### src/rtl/gpu_cmd_dispatcher_if.sv
// Command-FIFO head and draw-engine bundle between the dispatcher
// (master) and the FIFO/engines side (slave).
interface gpu_cmd_dispatcher_if #(
    parameter int WIDTH_BITS   = 10,
    parameter int HEIGHT_BITS  = 9,
    parameter int CHANNEL_BITS = 8,
    parameter int NUM_ENGINES  = 4
);
    logic                    fifo_empty_i;
    logic [3:0]              opcode_i;
    logic [WIDTH_BITS-1:0]   x1_i;
    logic [WIDTH_BITS-1:0]   x2_i;
    logic [HEIGHT_BITS-1:0]  y1_i;
    logic [HEIGHT_BITS-1:0]  y2_i;
    logic [WIDTH_BITS-1:0]   rad_i;
    logic [2:0]              oct_i;
    logic [CHANNEL_BITS-1:0] r_i;
    logic [CHANNEL_BITS-1:0] g_i;
    logic [CHANNEL_BITS-1:0] b_i;
    logic [NUM_ENGINES-1:0]  eng_done_i;

    logic                    pop_o;
    logic [NUM_ENGINES-1:0]  eng_start_o;
    logic [WIDTH_BITS-1:0]   x1_o;
    logic [WIDTH_BITS-1:0]   x2_o;
    logic [HEIGHT_BITS-1:0]  y1_o;
    logic [HEIGHT_BITS-1:0]  y2_o;
    logic [WIDTH_BITS-1:0]   rad_o;
    logic [2:0]              oct_o;
    logic [CHANNEL_BITS-1:0] r_o;
    logic [CHANNEL_BITS-1:0] g_o;
    logic [CHANNEL_BITS-1:0] b_o;

    modport master (
        input  fifo_empty_i, opcode_i,
        input  x1_i, x2_i, y1_i, y2_i,
        input  rad_i, oct_i, r_i, g_i, b_i,
        input  eng_done_i,
        output pop_o, eng_start_o,
        output x1_o, x2_o, y1_o, y2_o,
        output rad_o, oct_o, r_o, g_o, b_o
    );

    modport slave (
        output fifo_empty_i, opcode_i,
        output x1_i, x2_i, y1_i, y2_i,
        output rad_i, oct_i, r_i, g_i, b_i,
        output eng_done_i,
        input  pop_o, eng_start_o,
        input  x1_o, x2_o, y1_o, y2_o,
        input  rad_o, oct_o, r_o, g_o, b_o
    );
endinterface

### src/rtl/gpu_cmd_dispatcher.sv
// Pops one FIFO command at a time, starts the matching draw engine, waits done.
// Define GPU_DISPATCH_TIMEOUT_EN to add the WAIT-state engine watchdog.
module gpu_cmd_dispatcher #(
    parameter int WIDTH_BITS   = 10,
    parameter int HEIGHT_BITS  = 9,
    parameter int CHANNEL_BITS = 8,
    parameter int NUM_ENGINES  = 4,
    parameter int BASE_OPCODE  = 4,
    parameter int FLUSH_OPCODE = 8,
    parameter int TIMEOUT_CYC  = 4096
) (
    input  logic                 clk,
    input  logic                 n_rst,
    gpu_cmd_dispatcher_if.master bus,
    output logic                 flush_frame_o,
    output logic                 busy_o,
    output logic                 err_illegal_o,
    output logic                 timeout_o,
    output logic [15:0]          cmd_count_o
);
    typedef enum logic [2:0] {
        IDLE,
        DECODE,
        START,
        WAIT,
        FLUSH,
        POP
    } state_t;

    state_t state;
    state_t nxt;

    logic [NUM_ENGINES-1:0]  dec_oh;
    logic [NUM_ENGINES-1:0]  sel_oh;
    logic                    is_draw;
    logic                    is_flush;
    logic                    done_hit;
    logic                    expired;
    logic                    err_c;
    logic                    tmo_c;
    logic [15:0]             cmd_cnt;

    logic [WIDTH_BITS-1:0]   x1_q;
    logic [WIDTH_BITS-1:0]   x2_q;
    logic [HEIGHT_BITS-1:0]  y1_q;
    logic [HEIGHT_BITS-1:0]  y2_q;
    logic [WIDTH_BITS-1:0]   rad_q;
    logic [2:0]              oct_q;
    logic [CHANNEL_BITS-1:0] r_q;
    logic [CHANNEL_BITS-1:0] g_q;
    logic [CHANNEL_BITS-1:0] b_q;

    // 5-bit compare keeps BASE_OPCODE+k from aliasing into low opcodes
    always_comb begin
        dec_oh = '0;
        for (int k = 0; k < NUM_ENGINES; k++) begin
            dec_oh[k] = ({1'b0, bus.opcode_i} == 5'(BASE_OPCODE + k));
        end
    end

    assign is_draw  = |dec_oh;
    assign is_flush = (bus.opcode_i == 4'(FLUSH_OPCODE));
    assign done_hit = |(bus.eng_done_i & sel_oh);

`ifdef GPU_DISPATCH_TIMEOUT_EN
    logic [15:0] wait_cnt;

    assign expired = (wait_cnt == 16'(TIMEOUT_CYC - 1));

    always_ff @(posedge clk or negedge n_rst) begin
        if (!n_rst) begin
            wait_cnt <= '0;
        end else if (state == START) begin
            wait_cnt <= '0;
        end else if (state == WAIT) begin
            wait_cnt <= wait_cnt + 16'd1;
        end
    end
`else
    logic unused_tmo;

    assign unused_tmo = (TIMEOUT_CYC == 0);
    assign expired    = 1'b0;
`endif

    always_ff @(posedge clk or negedge n_rst) begin
        if (!n_rst) begin
            state <= IDLE;
        end else begin
            state <= nxt;
        end
    end

    always_comb begin
        nxt   = state;
        err_c = 1'b0;
        tmo_c = 1'b0;
        unique case (state)
            IDLE: begin
                if (!bus.fifo_empty_i) nxt = DECODE;
            end
            DECODE: begin
                if (is_draw) begin
                    nxt = START;
                end else if (is_flush) begin
                    nxt = FLUSH;
                end else begin
                    nxt   = POP;
                    err_c = 1'b1;
                end
            end
            START: nxt = WAIT;
            // a real done in the expiry cycle takes priority
            WAIT: begin
                if (done_hit) begin
                    nxt = POP;
                end else if (expired) begin
                    nxt   = POP;
                    tmo_c = 1'b1;
                end
            end
            FLUSH: nxt = POP;
            POP:   nxt = IDLE;
            default: nxt = IDLE;
        endcase
    end

    always_ff @(posedge clk or negedge n_rst) begin
        if (!n_rst) begin
            sel_oh  <= '0;
            cmd_cnt <= '0;
            x1_q    <= '0;
            x2_q    <= '0;
            y1_q    <= '0;
            y2_q    <= '0;
            rad_q   <= '0;
            oct_q   <= '0;
            r_q     <= '0;
            g_q     <= '0;
            b_q     <= '0;
        end else begin
            if (state == DECODE) begin
                sel_oh <= dec_oh;
                x1_q   <= bus.x1_i;
                x2_q   <= bus.x2_i;
                y1_q   <= bus.y1_i;
                y2_q   <= bus.y2_i;
                rad_q  <= bus.rad_i;
                oct_q  <= bus.oct_i;
                r_q    <= bus.r_i;
                g_q    <= bus.g_i;
                b_q    <= bus.b_i;
            end
            if (state == POP) begin
                cmd_cnt <= cmd_cnt + 16'd1;
            end
        end
    end

    assign bus.pop_o       = (state == POP);
    assign bus.eng_start_o = (state == START) ? sel_oh : '0;
    assign bus.x1_o        = x1_q;
    assign bus.x2_o        = x2_q;
    assign bus.y1_o        = y1_q;
    assign bus.y2_o        = y2_q;
    assign bus.rad_o       = rad_q;
    assign bus.oct_o       = oct_q;
    assign bus.r_o         = r_q;
    assign bus.g_o         = g_q;
    assign bus.b_o         = b_q;

    assign flush_frame_o = (state == FLUSH);
    assign busy_o        = (state != IDLE);
    assign err_illegal_o = err_c;
    assign timeout_o     = tmo_c;
    assign cmd_count_o   = cmd_cnt;
endmodule

### src/flat_wrapper.sv
// flat-port wrapper written by rule: the top's interface ports become plain ports
module gpu_cmd_dispatcher_flat 
#(
    parameter int WIDTH_BITS   = 10,
    parameter int HEIGHT_BITS  = 9,
    parameter int CHANNEL_BITS = 8,
    parameter int NUM_ENGINES  = 4,
    parameter int BASE_OPCODE  = 4,
    parameter int FLUSH_OPCODE = 8,
    parameter int TIMEOUT_CYC  = 4096
)
  (clk, n_rst, flush_frame_o, busy_o, err_illegal_o, timeout_o, cmd_count_o, bus_fifo_empty_i, bus_opcode_i, bus_x1_i, bus_x2_i, bus_y1_i, bus_y2_i, bus_rad_i, bus_oct_i, bus_r_i, bus_g_i, bus_b_i, bus_eng_done_i, bus_pop_o, bus_eng_start_o, bus_x1_o, bus_x2_o, bus_y1_o, bus_y2_o, bus_rad_o, bus_oct_o, bus_r_o, bus_g_o, bus_b_o);
  gpu_cmd_dispatcher_if #(.WIDTH_BITS(WIDTH_BITS), .HEIGHT_BITS(HEIGHT_BITS), .CHANNEL_BITS(CHANNEL_BITS), .NUM_ENGINES(NUM_ENGINES)) bus_i ();
  input  logic clk;
  input  logic n_rst;
  output logic flush_frame_o;
  output logic busy_o;
  output logic err_illegal_o;
  output logic timeout_o;
  output logic [15:0] cmd_count_o;
  input wire logic [$bits(bus_i.fifo_empty_i)-1:0] bus_fifo_empty_i;
  input wire logic [$bits(bus_i.opcode_i)-1:0] bus_opcode_i;
  input wire logic [$bits(bus_i.x1_i)-1:0] bus_x1_i;
  input wire logic [$bits(bus_i.x2_i)-1:0] bus_x2_i;
  input wire logic [$bits(bus_i.y1_i)-1:0] bus_y1_i;
  input wire logic [$bits(bus_i.y2_i)-1:0] bus_y2_i;
  input wire logic [$bits(bus_i.rad_i)-1:0] bus_rad_i;
  input wire logic [$bits(bus_i.oct_i)-1:0] bus_oct_i;
  input wire logic [$bits(bus_i.r_i)-1:0] bus_r_i;
  input wire logic [$bits(bus_i.g_i)-1:0] bus_g_i;
  input wire logic [$bits(bus_i.b_i)-1:0] bus_b_i;
  input wire logic [$bits(bus_i.eng_done_i)-1:0] bus_eng_done_i;
  output wire logic [$bits(bus_i.pop_o)-1:0] bus_pop_o;
  output wire logic [$bits(bus_i.eng_start_o)-1:0] bus_eng_start_o;
  output wire logic [$bits(bus_i.x1_o)-1:0] bus_x1_o;
  output wire logic [$bits(bus_i.x2_o)-1:0] bus_x2_o;
  output wire logic [$bits(bus_i.y1_o)-1:0] bus_y1_o;
  output wire logic [$bits(bus_i.y2_o)-1:0] bus_y2_o;
  output wire logic [$bits(bus_i.rad_o)-1:0] bus_rad_o;
  output wire logic [$bits(bus_i.oct_o)-1:0] bus_oct_o;
  output wire logic [$bits(bus_i.r_o)-1:0] bus_r_o;
  output wire logic [$bits(bus_i.g_o)-1:0] bus_g_o;
  output wire logic [$bits(bus_i.b_o)-1:0] bus_b_o;
  assign bus_i.fifo_empty_i = bus_fifo_empty_i;
  assign bus_i.opcode_i = bus_opcode_i;
  assign bus_i.x1_i = bus_x1_i;
  assign bus_i.x2_i = bus_x2_i;
  assign bus_i.y1_i = bus_y1_i;
  assign bus_i.y2_i = bus_y2_i;
  assign bus_i.rad_i = bus_rad_i;
  assign bus_i.oct_i = bus_oct_i;
  assign bus_i.r_i = bus_r_i;
  assign bus_i.g_i = bus_g_i;
  assign bus_i.b_i = bus_b_i;
  assign bus_i.eng_done_i = bus_eng_done_i;
  assign bus_pop_o = bus_i.pop_o;
  assign bus_eng_start_o = bus_i.eng_start_o;
  assign bus_x1_o = bus_i.x1_o;
  assign bus_x2_o = bus_i.x2_o;
  assign bus_y1_o = bus_i.y1_o;
  assign bus_y2_o = bus_i.y2_o;
  assign bus_rad_o = bus_i.rad_o;
  assign bus_oct_o = bus_i.oct_o;
  assign bus_r_o = bus_i.r_o;
  assign bus_g_o = bus_i.g_o;
  assign bus_b_o = bus_i.b_o;
  gpu_cmd_dispatcher #(.WIDTH_BITS(WIDTH_BITS), .HEIGHT_BITS(HEIGHT_BITS), .CHANNEL_BITS(CHANNEL_BITS), .NUM_ENGINES(NUM_ENGINES), .BASE_OPCODE(BASE_OPCODE), .FLUSH_OPCODE(FLUSH_OPCODE), .TIMEOUT_CYC(TIMEOUT_CYC)) u_core (.clk(clk), .n_rst(n_rst), .bus(bus_i), .flush_frame_o(flush_frame_o), .busy_o(busy_o), .err_illegal_o(err_illegal_o), .timeout_o(timeout_o), .cmd_count_o(cmd_count_o));
endmodule
### config.mk
export PLATFORM = sky130hd
export DESIGN_NAME = gpu_cmd_dispatcher_flat
export DESIGN_NICKNAME = d
export VERILOG_FILES = /design/src/rtl/gpu_cmd_dispatcher_if.sv /design/src/rtl/gpu_cmd_dispatcher.sv /design/src/flat_wrapper.sv
export SDC_FILE = /design/constraint.sdc
export NUM_CORES = 1
export LEC_CHECK = 0
export ABC_AREA = 1
export CORE_MARGIN = 2
export CORE_UTILIZATION = 41
export CTS_CLUSTER_SIZE = 14
export DETAILED_ROUTE_END_ITERATION = 10
export PLACE_DENSITY = 0.86
export SLEW_MARGIN = 20
export SYNTH_ARGS = -nofsm -noshare
export SYNTH_HDL_FRONTEND = slang
export SYNTH_SLANG_ARGS = --single-unit
### constraint.sdc
create_clock -name clk -period 1.7 [get_ports clk]
set_clock_uncertainty 0.2 [all_clocks]
set_input_delay 0.425 -clock clk [delete_from_list [all_inputs] [get_ports clk]]
set_output_delay 0.425 -clock clk [all_outputs]
set_load 0.02 [all_outputs]
==> metrics.md, run 1 <==
| Metric | Value |
|---|---|
| Outcome | finished, violations left |
| Failing checks | setup timing |
| Final Core Density | 69.3% |
| Fill cell instance count of the final layout | 741 |
| Syn Nets | 567 |
| Core Area | 9680 um^2 |
| 1st-pass router iterations | 4 |
| Min-Delay Path Class | in2reg |
| Nets@finish | 804 |
| Flop and latch count out of synthesis | between 90 and 100 |
| Reg-to-Reg End | u_core.cmd_count_o[13] |
| Number of antenna-violating nets in the routed design | 0 |
| Initial detailed-routing violation count | 168 |
| Height of the die | 104 um |
| CTS tree | done |
| Syn. warnings | 0 |
| Slew @ Worst Pin | 530 ps |
| Initial Utilization | 42.0% |
| Syn avg cell area | 8.46 um^2 |
| Reg2Reg Depth | 11 |
| Worst Setup EP | err_illegal_o |
| Finished Cell Area | 6710 um^2 |
| Max Freq | around 490 MHz |
| Vias | 4034 |
| Area of the multi-input gates | 1500 um^2 |
| Worst-skew pair later-pin latency | 350 ps |
| Post-synth top area cell | dfrtp_1 |
| RSZ-0062 raised after global routing | yes |
| Cell area power density | 1810 nW/um^2 |
| Placed inst area | approximately 6300 um^2 |
| FF-to-FF setup slack | -40 ps |
| Area Overhead vs Synth | 65.2% |
| Average wire per standard cell | 14.5 um |
| CP startpoint | u_core.state[1] |
| GRT Overall Usage | 20.3% |
| CTS Buffer Depth | 2 |
| Antenna violations before repair | 0 |
| Rel. slew slack | between 60 and 70% |
| Total routed wirelength | 12.4 mm |
| EDFF count, synth | 0 |
| Worst setup margin | -320 ps |
| Reg2reg start | u_core.state[1] |
| Worst endpoint required time | 1070 ps |
| Fraction of layout cells with a size suffix above 1 | 23.0% |
| Clk slew on worst S/H paths | roughly 80 ps |
| Hold Vio Cnt, Final | 0 |
| Share of the synthesized area in the top cell type | between 60% and 70% |
| Largest net degree at the start of global routing | 99 |
| Async S/R FF share, synth | between 90% and 100% |
| Root buffer cell | clkbuf_8 |
| Mapped cell area | 4060 um^2 |
| Register area share after synthesis | 60.4% |
| CP Data Arrival Time | 1400 ps |
| Final Wtd Congestion | 0.901 |
| Ys flop type | dfrtp_1 |
| # diodes | 0 |
| Sequential standard cell area | 2450 um^2 |
| Vias in the first global route | 3963 |
| Min Tclk post-route | around 2000 ps |
| Max-cap violation count | 0 |
| Worst Setup Path Type | reg2out |
| Clk sinks | 98 |
| Startpoint class of the critical path | flip-flop |
| Post-synthesis cell type count | 25 |
| I/O Buffers | roughly 180 |
| Detailed Place HPWL | 7.87 mm |
| Top cells by count, synth | nand2_1, dfrtp_1, inv_1 |
| CTS buffer count | 9 |
| CP endpoint kind | output port |
| Final Max Tran Viols | 0 |
| CTS H-tree depth | 3 |
| Final period utilization | 119% |
| Total gr overflow | 0 |
| Die area | 10700 um^2 |
| Row cnt | 36 |
| Leak | 3.51 nW |
| Count leader, synth | nand2_1 |
| Gate Count Post-Synth | between 400 and 500 |
| Vias/cell | roughly 4.7 |
| First-pass GRT wire length | 17.9 mm |
| VDD IR max | around 900 uV |
| CP Max Fanout | 3 |
| Die width | between 100 and 150 um |
| I/O pins | 186 |
| DRC Markers | 0 |
| Setup-failing EPs final | 11 |
| Synth area leaders | dfrtp_1, nand2_1, inv_1 |
-- cells by family after synthesis --
kind of cell	after synthesis	synth area share (%)
flops	98	60.4
buf+inv	45	5.11
simple gates	315	30.6
xor+xnor	10	2.16
other cells	1	0.0923
fa+ha+maj	1	0.308
compound gates	10	1.42
-- routing by layer --
metal	vias to the layer above	part of all wire, %	GRT usage (%)
li1	1924	-	-
met1	1902	40	23.3
met2	174	50	35.2
met3	34	6.9	5.22
met4	0	3.4	10.2
met5	-	0	0
-- worst min-delay path by stage --
stage	from	end	slack [ps]	depth (start not counted)
final	bus_opcode_i[0]	u_core.sel_oh[3]	190	3
after global routing	bus_opcode_i[0]	u_core.sel_oh[3]	200	3
after global placement	u_core.bus.x2_o[9]	u_core.bus.x2_o[9]	260	2
after detailed placement	u_core.bus.y2_o[4]	u_core.bus.y2_o[4]	260	2
after floorplan	n_rst	u_core.bus.b_o[0]	-70	0
after CTS	u_core.bus.y2_o[4]	u_core.bus.y2_o[4]	290	2
-- cell usage in the layout (no fill, tap or decap), drive strengths merged --
master,instances
nand2,276
dfrtp,98
clkdlybuf4s50,81
buf,62
clkbuf,61
clkdlybuf4s15,45
inv,27
nor2,23
nand3,10
xnor2,6
xor2,4
dlygate4sd2,4
o22ai,4
a21oi,3
nand4,2
nor3,2
bufinv,2
clkinv,2
nand3b,2
o21ai,2
a21boi,1
ha,1
conb,1
dlygate4sd3,1
dlymetal6s2s,1
-- flip-flops by register name (all words and copies together), names as in the netlist --
name,count
u_core.cmd_count_o,16
u_core.bus.rad_o,10
u_core.bus.x1_o,10
u_core.bus.x2_o,10
u_core.bus.y1_o,9
u_core.bus.y2_o,9
u_core.bus.b_o,8
u_core.bus.g_o,8
u_core.bus.r_o,8
u_core.sel_oh,4
u_core.bus.oct_o,3
u_core.state,3
-- critical path, cell delays in order, from the launching register on --
cell     delay, ps
dfrtp_1        420
inv_2          120
nand3_4        100
nor2_4         140
nand2_2         80
inv_2           70
buf_6          110
-- through the flow --
stage               hold WS [ps]  TNS (ps)  power, mW  setup WS [ps]  cells
finish                       194     -2150       12.1           -320    854
global route                 203     -3200       12.9           -383    854
CTS                          286    -11840       11.3           -282    834
detailed placement           264    -27050       10.1           -777    817
global placement             261    -22160       9.86           -757    817
floorplan                  -70.6         0       7.11           64.8    480
-- cell type report --
class	instances	share of cell area, %
clock inverters	3	0.969
well taps	133	2.48
inverters	28	1.75
multi-input cells	337	22.3
clock buffers	12	2.01
flip-flops and latches	98	36.6
repair buffers	243	33.9
-- where the power goes --
group / internal [mW] / switching [mW]
logic: 2.80 / 3.86
registers: 3.34 / 0.563
clock network: 0.822 / 0.742
total: 6.96 / 5.17
-- what timing repair did --
action	in CTS	in global routing
setup endpoints to repair	179	152
hold buffers	1	0
hold endpoints to repair	98	0
setup buffers	1	15
pin swaps	5	3
resized for setup	245	92
gates cloned	0	5
No activity file was read; power rests on OpenSTA's default activity.
==> run 2, diff against run 1 <==
Settings changed: RECOVER_POWER from default to 100.
==> metrics.md, run 2 (same netlist as run 1, synthesis figures left out) <==
| Metric | Value |
|---|---|
| First-pass GRT wire length | 17.9 mm (unchanged) |
| CTS H-tree depth | 3 (unchanged) |
| CP endpoint kind | output port |
| Area Overhead vs Synth | 65.0% (about the same) |
| Largest register FFs | 16 (unchanged) |
| Total routed wirelength | 12.4 mm (about the same) |
| Largest net degree at the start of global routing | 99 (unchanged) |
| Crit path max-delay family | flip-flops |
| Number of antenna-violating nets in the routed design | 0 (unchanged) |
| Worst Setup EP | err_illegal_o |
| CP Max Fanout | 3 (unchanged) |
| Vias in the first global route | 3963 (unchanged) |
| Nets@finish | 804 (unchanged) |
| Fraction of layout cells with a size suffix above 1 | 23.0% (unchanged) |
| Worst setup margin | -320 ps (unchanged) |
| CTS tree | done |
| VDD IR max | 894 uV (about the same) |
| Average wire per standard cell | 14.5 um (about the same) |
| Final Wtd Congestion | 0.901 (unchanged) |
| Detailed Place HPWL | 7.87 mm (unchanged) |
| RSZ-0062 raised after global routing | yes |
| Min-Delay Path Class | in2reg |
| Initial Utilization | 42.0% (unchanged) |
| Clk slew on worst S/H paths | 80 ps (about the same) |
| Height of the die | 104 um (unchanged) |
| Core Area | 9680 um^2 (unchanged) |
| CP max-delay cell | dfrtp_1 |
| Failing checks | setup timing |
| Final Core Density | 69.2% (about the same) |
| # diodes | 0 (unchanged) |
| Min Tclk post-route | 2020 ps (unchanged) |
| Reg-to-Reg End | u_core.cmd_count_o[13] |
| CP Depth | 6 (unchanged) |
| Most frequent cells in the layout | nand2_1, dfrtp_1, clkdlybuf4s50_1 |
| Reg2Reg Depth | 11 (unchanged) |
| Final period utilization | 119% (unchanged) |
| CP startpoint | u_core.state[1] |
| Max-cap violation count | 0 (unchanged) |
| Antenna violations before repair | 0 (unchanged) |
| Post-Place Worst Slack | -777 ps (unchanged) |
| Total gr overflow | 0 (unchanged) |
| Setup TNS | -2140 ps (+10.1 ps) |
| FF-to-FF setup slack | -30 ps (about the same) |
| I/O pins | 186 (unchanged) |
| 1st-pass router iterations | 4 (unchanged) |
| Max Freq | 495 MHz (unchanged) |
| Fill cell instance count of the final layout | 743 (+0.27%) |
| Root buffer cell | clkbuf_8 |
| Worst-skew pair later-pin latency | 350 ps (about the same) |
| GRT Overall Usage | 20.3% (unchanged) |
| Initial detailed-routing violation count | 168 (unchanged) |
| Worst Setup Path Type | reg2out |
| Startpoint class of the critical path | flip-flop |
| Vias | 4036 (+0.050%) |
| Cell area power density | 1810 nW/um^2 (about the same) |
| Cell mode on critical path | inv_2 |
| CTS Buffer Depth | 2 (unchanged) |
| Hold Vio Cnt, Final | 0 (unchanged) |
| Slowest Stage Delay on Critical Path | 420 ps (about the same) |
| Leading cell type in the layout, fill and taps excluded | nand2_1 |
| Vias/cell | 4.73 (about the same) |
| I/O Buffers | 184 (unchanged) |
| Row cnt | 36 (unchanged) |
| Die area | 10700 um^2 (unchanged) |
| CP Data Arrival Time | 1400 ps (about the same) |
| Leak | 3.50 nW (about the same) |
| Worst path buffer plus inverter count | 3 (unchanged) |
| DRC Markers | 0 (unchanged) |
| Slew @ Worst Pin | 769 ps (+239 ps) |
| Reg2reg start | u_core.state[1] |
| Critical path cell sequence | inv_2 -> nand3_4 -> nor2_4 -> nand2_2 -> inv_2 -> buf_6 |
| Final Max Tran Viols | 0 (unchanged) |
| Rel. slew slack | 48.7% (-16 points) |
| Setup-failing EPs final | 11 (unchanged) |
| Die width | 104 um (unchanged) |
| Final Total Pwr | 12.1 mW (about the same) |
| Clk sinks | 98 (unchanged) |
| CTS buffer count | 9 (unchanged) |
| Outcome | finished, violations left |
| Worst endpoint required time | 1070 ps (about the same) |
==> run 2: final cells by class <==
cell class	instances	area, um^2	area share, %
multi-input cells	337	1500	22.4
inverters	28	118	1.75
clock inverters	3	65.1	0.970
repair buffers	243	2270	33.8
well taps	133	166	2.48
flip-flops and latches	98	2450	36.6
clock buffers	12	135	2.02
==> run 2: stage by stage <==
stage               hold WS (ps)  instances  area, um^2
floorplan                  -70.6        480        4060
global placement             261        817        6260
detailed placement           264        817        6260
CTS                          286        834        6510
global route                 203        854        6710
finish                       194        854        6710
==> run 2: how the worst min path moves through the flow <==
| stage | cells after the start | start | slack (ps) | end |
|---|---|---|---|---|
| 2_1_floorplan | 0 | n_rst | -70 | u_core.bus.b_o[0] |
| 3_3_place_gp | 2 | u_core.bus.x2_o[9] | 260 | u_core.bus.x2_o[9] |
| 3_5_place_dp | 2 | u_core.bus.y2_o[4] | 260 | u_core.bus.y2_o[4] |
| 4_1_cts | 2 | u_core.bus.y2_o[4] | 290 | u_core.bus.y2_o[4] |
| 5_1_grt | 3 | bus_opcode_i[0] | 200 | u_core.sel_oh[3] |
| 6_report | 3 | bus_opcode_i[0] | 190 | u_core.sel_oh[3] |
==> run 2: repair_timing <==
item	in CTS	in global routing
gates resized for setup	245	92
gates cloned	0	5
pin swaps	5	3
hold buffers	1	0
setup endpoints to repair	179	152
setup buffers	1	15
hold endpoints to repair	98	0
==> run 2: worst min-delay path: cells and delay by family <==
kind	cells	cell delay, ps
simple gates	1	70
compound gates	1	60
buf+inv	1	150
==> run 2: layer usage <==
layer  part of all wire, %  wire, um  GRT usage, %
met5                     0         0             0
met4                   3.4       420          10.2
met3                   7.0       863          5.22
met2                    50      6200          35.2
met1                    40      4930          23.3
==> run 2: power breakdown <==
| group | leakage [nW] | total (mW) | switching [mW] | internal [mW] |
|---|---|---|---|---|
| sequential | 1.23 | 3.90 | 0.563 | 3.34 |
| clock | 0.100 | 1.56 | 0.742 | 0.822 |
| combinational | 2.17 | 6.66 | 3.86 | 2.80 |
